==> config.mk <==
export PLATFORM = sky130hd
export DESIGN_NAME = wb_commit_queue
export DESIGN_NICKNAME = d
export VERILOG_FILES = /design/src/rtl/wb_commit_queue.sv
export SDC_FILE = /design/constraint.sdc
export NUM_CORES = 1
export LEC_CHECK = 0
export ABC_AREA = 1
export CAP_MARGIN = 10
export CORE_MARGIN = 2
export CORE_UTILIZATION = 40
export DETAILED_ROUTE_END_ITERATION = 16
export PLACE_DENSITY = 0.86
export REMOVE_ABC_BUFFERS = 1
export SYNTH_ARGS = -nofsm -noshare
export SYNTH_HDL_FRONTEND = slang
export SYNTH_SLANG_ARGS = --single-unit
==> constraint.sdc <==
create_clock -name clk -period 2.4 [get_ports clk]
set_clock_uncertainty 0.15 [all_clocks]
set_input_delay 0.48 -clock clk [delete_from_list [all_inputs] [get_ports clk]]
set_output_delay 0.48 -clock clk [all_outputs]
set_load 0.05 [all_outputs]
==> src/rtl/wb_commit_queue.sv <==
// wb_commit_queue
// Write-back commit stage between the MEM/WB boundary and the register file.
// The write-back value is chosen from link PC, memory read data or ALU
// result. Each result is buffered in a DEPTH-entry FIFO and retired in order
// through a valid/ready handshake with the register-file write port.
//
// Ports:
//   clk, rst              clock; synchronous active-low reset
//   in_valid / in_ready   upstream handshake (no pass-through when full)
//   in_read_data          memory read data
//   in_alu_result         ALU result
//   in_next_pc            PC+2, used as the link value
//   in_mem_to_reg         select memory data over the ALU result
//   in_write_link         link write; forces data = next_pc, dest = LINK_REG
//   in_write_en           instruction writes a register
//   in_write_reg_sel      destination register
//   in_halt               instruction is HALT
//   rf_ready              register file accepts the head entry
//   rf_write_en/reg/data  head entry presented to the register file
//   fwd_valid/reg/data    oldest pending write, for bypass
//   halted                sticky, set when a HALT retires
//   retired_count         saturating count of retired instructions
module wb_commit_queue #(
    parameter int DATA_W   = 16,
    parameter int REG_AW   = 3,
    parameter int LINK_REG = 7,
    parameter int DEPTH    = 2,
    parameter int CNT_W    = 16
) (
    input  logic              clk,
    input  logic              rst,
    input  logic              in_valid,
    output logic              in_ready,
    input  logic [DATA_W-1:0] in_read_data,
    input  logic [DATA_W-1:0] in_alu_result,
    input  logic [DATA_W-1:0] in_next_pc,
    input  logic              in_mem_to_reg,
    input  logic              in_write_link,
    input  logic              in_write_en,
    input  logic [REG_AW-1:0] in_write_reg_sel,
    input  logic              in_halt,
    input  logic              rf_ready,
    output logic              rf_write_en,
    output logic [REG_AW-1:0] rf_write_reg,
    output logic [DATA_W-1:0] rf_write_data,
    output logic              fwd_valid,
    output logic [REG_AW-1:0] fwd_reg,
    output logic [DATA_W-1:0] fwd_data,
    output logic              halted,
    output logic [CNT_W-1:0]  retired_count
);

    localparam int PTR_W = (DEPTH > 1) ? $clog2(DEPTH) : 1;
    localparam int OCC_W = $clog2(DEPTH + 1);

    localparam logic [PTR_W-1:0]  LAST_PTR = PTR_W'(DEPTH - 1);
    localparam logic [OCC_W-1:0]  FULL_OCC = OCC_W'(DEPTH);
    localparam logic [REG_AW-1:0] LINK_DST = REG_AW'(LINK_REG);

    typedef struct packed {
        logic [DATA_W-1:0] data;
        logic [REG_AW-1:0] dest;
        logic              we;
        logic              halt;
    } entry_t;

    entry_t            mem [DEPTH];
    logic [PTR_W-1:0]  rd_ptr;
    logic [PTR_W-1:0]  wr_ptr;
    logic [OCC_W-1:0]  count;

    entry_t            new_entry;
    entry_t            head;
    logic              head_live;
    logic              push;
    logic              pop;

    function automatic logic [PTR_W-1:0] next_ptr(input logic [PTR_W-1:0] ptr);
        // Explicit wrap keeps non-power-of-two depths correct.
        return (ptr == LAST_PTR) ? '0 : ptr + PTR_W'(1);
    endfunction

    // Source selection happens at enqueue so the head only carries final data.
    // NOTE: every always_comb output gets a default first so no path leaves it
    // unassigned, which would otherwise infer a latch.
    always_comb begin
        new_entry      = '0;
        new_entry.we   = in_write_en | in_write_link;
        new_entry.halt = in_halt;
        if (in_write_link) begin
            new_entry.data = in_next_pc;
            new_entry.dest = LINK_DST;
        end else begin
            new_entry.data = in_mem_to_reg ? in_read_data : in_alu_result;
            new_entry.dest = in_write_reg_sel;
        end
    end

    assign head = mem[rd_ptr];

    // Once halted, the remaining entries are frozen and hidden from the
    // register file and bypass network.
    assign head_live = (count != '0) & ~halted;

    // Readiness depends only on registered state: a full queue stays not-ready
    // even when it is draining this cycle. Forced low while reset is asserted.
    assign in_ready = rst & (count != FULL_OCC) & ~halted;
    assign push     = in_valid & in_ready;

    // Non-writing entries retire without waiting for the register file.
    assign pop = head_live & (rf_ready | ~head.we);

    assign rf_write_en   = head_live & head.we;
    assign rf_write_reg  = head.dest;
    assign rf_write_data = head.data;
    assign fwd_valid     = head_live & head.we;
    assign fwd_reg       = head.dest;
    assign fwd_data      = head.data;

    // NOTE: the storage array is deliberately not reset; occupancy is tracked
    // by count, so stale contents are never observed and the array can map to
    // plain registers or RAM without reset wiring.
    always_ff @(posedge clk) begin
        if (push) begin
            mem[wr_ptr] <= new_entry;
        end
    end

    // NOTE: state registers use non-blocking assignments so every register
    // samples pre-edge values regardless of statement order.
    always_ff @(posedge clk) begin
        if (!rst) begin
            rd_ptr        <= '0;
            wr_ptr        <= '0;
            count         <= '0;
            halted        <= 1'b0;
            retired_count <= '0;
        end else begin
            if (push) begin
                wr_ptr <= next_ptr(wr_ptr);
            end
            if (pop) begin
                rd_ptr <= next_ptr(rd_ptr);
                if (retired_count != '1) begin
                    retired_count <= retired_count + CNT_W'(1);
                end
                if (head.halt) begin
                    halted <= 1'b1;
                end
            end
            case ({push, pop})
                2'b10:   count <= count + OCC_W'(1);
                2'b01:   count <= count - OCC_W'(1);
                default: count <= count;
            endcase
        end
    end

endmodule
==> results.rst <==
.. list-table::
   :header-rows: 1

   * - Metric
     - Value
   * - Run status
     - complete, no violations
   * - Critical Path End Type
     - output pin
   * - Cell depth of the worst hold path
     - 1
   * - Instance area after placement
     - 4380 um2
   * - Seq pwr share
     - 27.8%
   * - Synth Cell Area
     - 3260 um2
   * - Static Leak
     - 1.82 nW
   * - Vias in the first global route
     - 2879
   * - Largest cells by area after synthesis
     - sky130_fd_sc_hd__edfxtp_1 39%, sky130_fd_sc_hd__nand2_1 14%, sky130_fd_sc_hd__dfxtp_1 14%
   * - RePlAce Congestion
     - 0.891
   * - Final Core Density
     - between 50% and 60%
   * - Main combinational cell family by area after synthesis
     - simple AND/OR/NAND/NOR gates
   * - Number of inserted diodes
     - 0
   * - Cell internal power dissipation
     - 2.55 mW
   * - CTS max path bufs
     - 2
   * - Register bit total from synthesis
     - 64
   * - Worst skew pair latency
     - 340 ps
   * - Max-capacitance violation count
     - 0
   * - Worst Setup Start Kind
     - flop
   * - Count of cells resized by post-cts repair
     - 0
   * - Number of max-slew violations in the final report
     - 0
   * - Top Family by Delay on Critical Path
     - buffers and inverters
   * - Fillers
     - about 680
   * - CTS root buffer
     - sky130_fd_sc_hd__clkbuf_8
   * - Required @ worst endpoint
     - 1770 ps
   * - Endpoint arrival time on the critical path
     - 1630 ps
   * - Reported net switching power
     - ~2.5 mW
   * - Number of hold violations in the final report
     - 0
   * - Power density of the placed cells
     - 1110 nW/um2
   * - Placed instance count
     - approximately 590
   * - Unique masters post-synth
     - 24
   * - Non-Filler Cell Area, Final
     - between 4000 and 5000 um2
   * - Count of boundary I/O pins
     - 117
   * - Clock tree from TritonCTS
     - yes
   * - Simple-gate area share of the yosys netlist
     - 27.5%
   * - H-Tree Level Count
     - 3
   * - Fraction of final layout cells sized beyond drive strength 1
     - 19.2%
   * - # nets final
     - 562
   * - Library cell contributing the largest single delay on the critical path
     - sky130_fd_sc_hd__clkdlybuf4s50_1
   * - Power share of the clock group
     - ~16%
   * - Routed wire length per instance
     - between 10 and 15 um
   * - Pin count of the biggest net entering global routing
     - 22
   * - Max Fanout on Critical Path
     - 6
   * - Type of the most critical hold path
     - flop to flop
   * - Area enclosed by the die boundary
     - 8880 um2
   * - Number of clock sinks
     - 64
   * - Initial cell density of the core
     - 41.7%
   * - Number of iterations in the first detailed-routing pass
     - 4
   * - Fmax achieved
     - 442 MHz
   * - Buffers and inverters on the worst path
     - 1
   * - Largest area contributor in the synthesized netlist
     - sky130_fd_sc_hd__edfxtp_1
   * - Port buffer count
     - 116
   * - GRT Total Usage
     - 18.7%
   * - Antenna violations before repair
     - 0
   * - Die Ht
     - 94.2 um
   * - Time the final worst path needs with I/O delays and setup
     - between 2000 and 2500 ps
   * - Max IR drop VDD
     - slightly below 1 mV
   * - Overall via count from detail_route
     - around 3000
   * - Worst slack, placed
     - 38.1 ps
   * - Combinational Power Share
     - between 50% and 60%
   * - Net switching share of the total power
     - 49.5%
   * - DIE WIDTH
     - 94.2 um
   * - Mean area per synthesized cell
     - around 8 um2
   * - RSZ-0062 raised after global routing
     - false
   * - Count of non-filler cells in the finished layout
     - 608
   * - Core ar.
     - 7810 um2
   * - Number of flops mapped to enable cells by yosys
     - 42
   * - Area Overhead vs Synth
     - 39.7%
   * - Count of mapped cells out of synthesis
     - 397
   * - Mux share of post-synthesis cell area
     - 0%
   * - Hold-fix buffers at CTS
     - 0
   * - Clock input transition at the sequential cells of the worst setup and hold paths
     - 70 ps
   * - Setup violations, final
     - 0
   * - Number of cell rows
     - 32
   * - Final global-route overflow total
     - 0
   * - Ratio of routed vias to standard cells
     - 4.88
   * - Multi-input gate area
     - 1260 um2
   * - Inserted Clock Buffers
     - 9
   * - Final setup margin
     - 137 ps
   * - Worst R2R Path Depth
     - 8
   * - Most used flip-flop cell after synthesis
     - sky130_fd_sc_hd__edfxtp_1
   * - Number of nets with antenna violations after detailed routing
     - 0
   * - Share of the synthesized area in compound gates (AO/OA/AOI/OAI)
     - 9.49%
   * - Global-route wire length before repair
     - 12700 um
   * - Final worst path period share
     - 94.3%
   * - Post-synthesis adder-cell area fraction
     - less than 1%
   * - Worst-margin pin slew
     - 531 ps
   * - Total number of yosys warnings
     - 0
   * - Share of the synthesized netlist area taken by xor and xnor gates
     - 0.807%
   * - Count of buffers added by post-CTS timing repair for setup
     - 0
   * - Share of async-settable or async-resettable flops after synthesis
     - 0%
   * - Detail Placement HPWL
     - 5990 um
   * - Reg area
     - 1700 um2
   * - Top cell type's share of synthesized area
     - between 30% and 40%
   * - Chain of cells forming the critical path
     - clkdlybuf4s50_1
   * - Routed wire length
     - 7830 um
   * - Delay of the slowest critical-path stage
     - 850 ps
   * - Relative slew slack
     - 64.5%
   * - Sequential share of the synthesized area
     - 52.2%
   * - Post-route DRC
     - 0
   * - Worst Setup Path Type
     - flop to output pin
   * - First DRT Iteration DRCs
     - 113
   * - WP depth
     - 1
cell usage after synthesis (2+ instances only):
cell                       count
sky130_fd_sc_hd__nor2_2        5
sky130_fd_sc_hd__xor2_1        2
sky130_fd_sc_hd__buf_2         4
sky130_fd_sc_hd__nand3_2       4
sky130_fd_sc_hd__or2_2         5
sky130_fd_sc_hd__clkbuf_1      8
sky130_fd_sc_hd__o21ai_0       7
sky130_fd_sc_hd__edfxtp_1     42
sky130_fd_sc_hd__nor2_4        2
sky130_fd_sc_hd__buf_4        21
sky130_fd_sc_hd__nand2_1     123
sky130_fd_sc_hd__inv_1        20
sky130_fd_sc_hd__ha_1          2
sky130_fd_sc_hd__inv_2         4
sky130_fd_sc_hd__nand2_2       7
sky130_fd_sc_hd__a21oi_1      50
sky130_fd_sc_hd__nand3_1      12
sky130_fd_sc_hd__o21ai_1       3
sky130_fd_sc_hd__nor2_1       50
sky130_fd_sc_hd__dfxtp_1      22
cells by family after synthesis:
logic type | after synthesis
XOR/XNOR | 3
AND/OR/NAND/NOR | 210
AO/OA/AOI/OAI | 61
adder cells (fa/ha/maj) | 2
buffers and inverters | 57
flip-flops | 64
stage by stage:
| stage | hold WS [ps] | power, mW | TNS (ps) |
|---|---|---|---|
| 6_report | 322 | 5.05 | 0 |
| 2_1_floorplan | 281 | 3.25 | -37190 |
| 5_1_grt | 337 | 5.28 | 0 |
| 3_3_place_gp | 292 | 4.24 | 0 |
| 3_5_place_dp | 304 | 4.29 | 0 |
| 4_1_cts | 322 | 5.09 | 0 |
state kept, by name (all words and copies together), names as in the netlist, named ones only:
| signal | flops |
|---|---|
| wr_ptr | 1 |
| rd_ptr | 1 |
| count | 2 |
| retired_count | 16 |
| mem | 42 |
| halted | 1 |
cell usage in the layout (no fill, tap or decap):
cell type / count
sky130_fd_sc_hd__edfxtp_1: 42
sky130_fd_sc_hd__o21ai_1: 3
sky130_fd_sc_hd__nand3_1: 12
sky130_fd_sc_hd__inv_6: 1
sky130_fd_sc_hd__inv_2: 4
sky130_fd_sc_hd__nor2_4: 2
sky130_fd_sc_hd__clkinv_4: 1
sky130_fd_sc_hd__nor2_2: 7
sky130_fd_sc_hd__xor2_1: 2
sky130_fd_sc_hd__nand3_2: 4
sky130_fd_sc_hd__nand2_2: 7
sky130_fd_sc_hd__clkdlybuf4s50_1: 75
sky130_fd_sc_hd__or2_2: 5
sky130_fd_sc_hd__nand2_1: 123
sky130_fd_sc_hd__buf_4: 46
sky130_fd_sc_hd__clkbuf_8: 9
sky130_fd_sc_hd__buf_12: 5
sky130_fd_sc_hd__clkinv_2: 1
sky130_fd_sc_hd__nor2_1: 48
sky130_fd_sc_hd__clkinvlp_4: 3
sky130_fd_sc_hd__nand3b_1: 1
sky130_fd_sc_hd__ha_1: 2
sky130_fd_sc_hd__a21oi_1: 50
sky130_fd_sc_hd__nand2_4: 1
sky130_fd_sc_hd__inv_1: 20
sky130_fd_sc_hd__a21oi_2: 1
sky130_fd_sc_hd__o21ai_0: 7
sky130_fd_sc_hd__xnor2_1: 1
sky130_fd_sc_hd__clkbuf_1: 1
sky130_fd_sc_hd__dfxtp_1: 22
cell type report:
cell class / instances / share of cell area, %
flip-flops and latches: 64 / 37.4
multi-input cells: 276 / 27.7
repair buffers: 126 / 26.3
clock buffers: 10 / 2.80
well taps: 102 / 2.80
inverters: 24 / 1.98
clock inverters: 6 / 0.990
power by group through the flow:
stage	combinational (mW)	sequential (mW)	clock (mW)
2_1_floorplan	1.72	1.53	0
3_3_place_gp	2.83	1.42	0
3_5_place_dp	2.86	1.42	0
4_1_cts	2.88	1.40	0.811
5_1_grt	3.01	1.42	0.858
6_report	2.86	1.40	0.788
layer usage:
layer | routed length, um | GRT usage [%] | vias up
met3 | 570 | 4.98 | 11
li1 | - | - | 1475
met1 | 3020 | 19.7 | 1372
met4 | 110 | 7.61 | 0
met2 | 4130 | 34.8 | 108
met5 | 0 | 0 | -
final timing paths:
kind,startpoint,endpoint,slack [ps]
hold reg to reg,rd_ptr,flop,320
setup / recovery,retired_count[6],retired_count[6],140
hold / removal,rd_ptr,flop,320
setup reg to reg,count[0],count[1],560
Note: power is estimated with default switching activity, not from simulation.
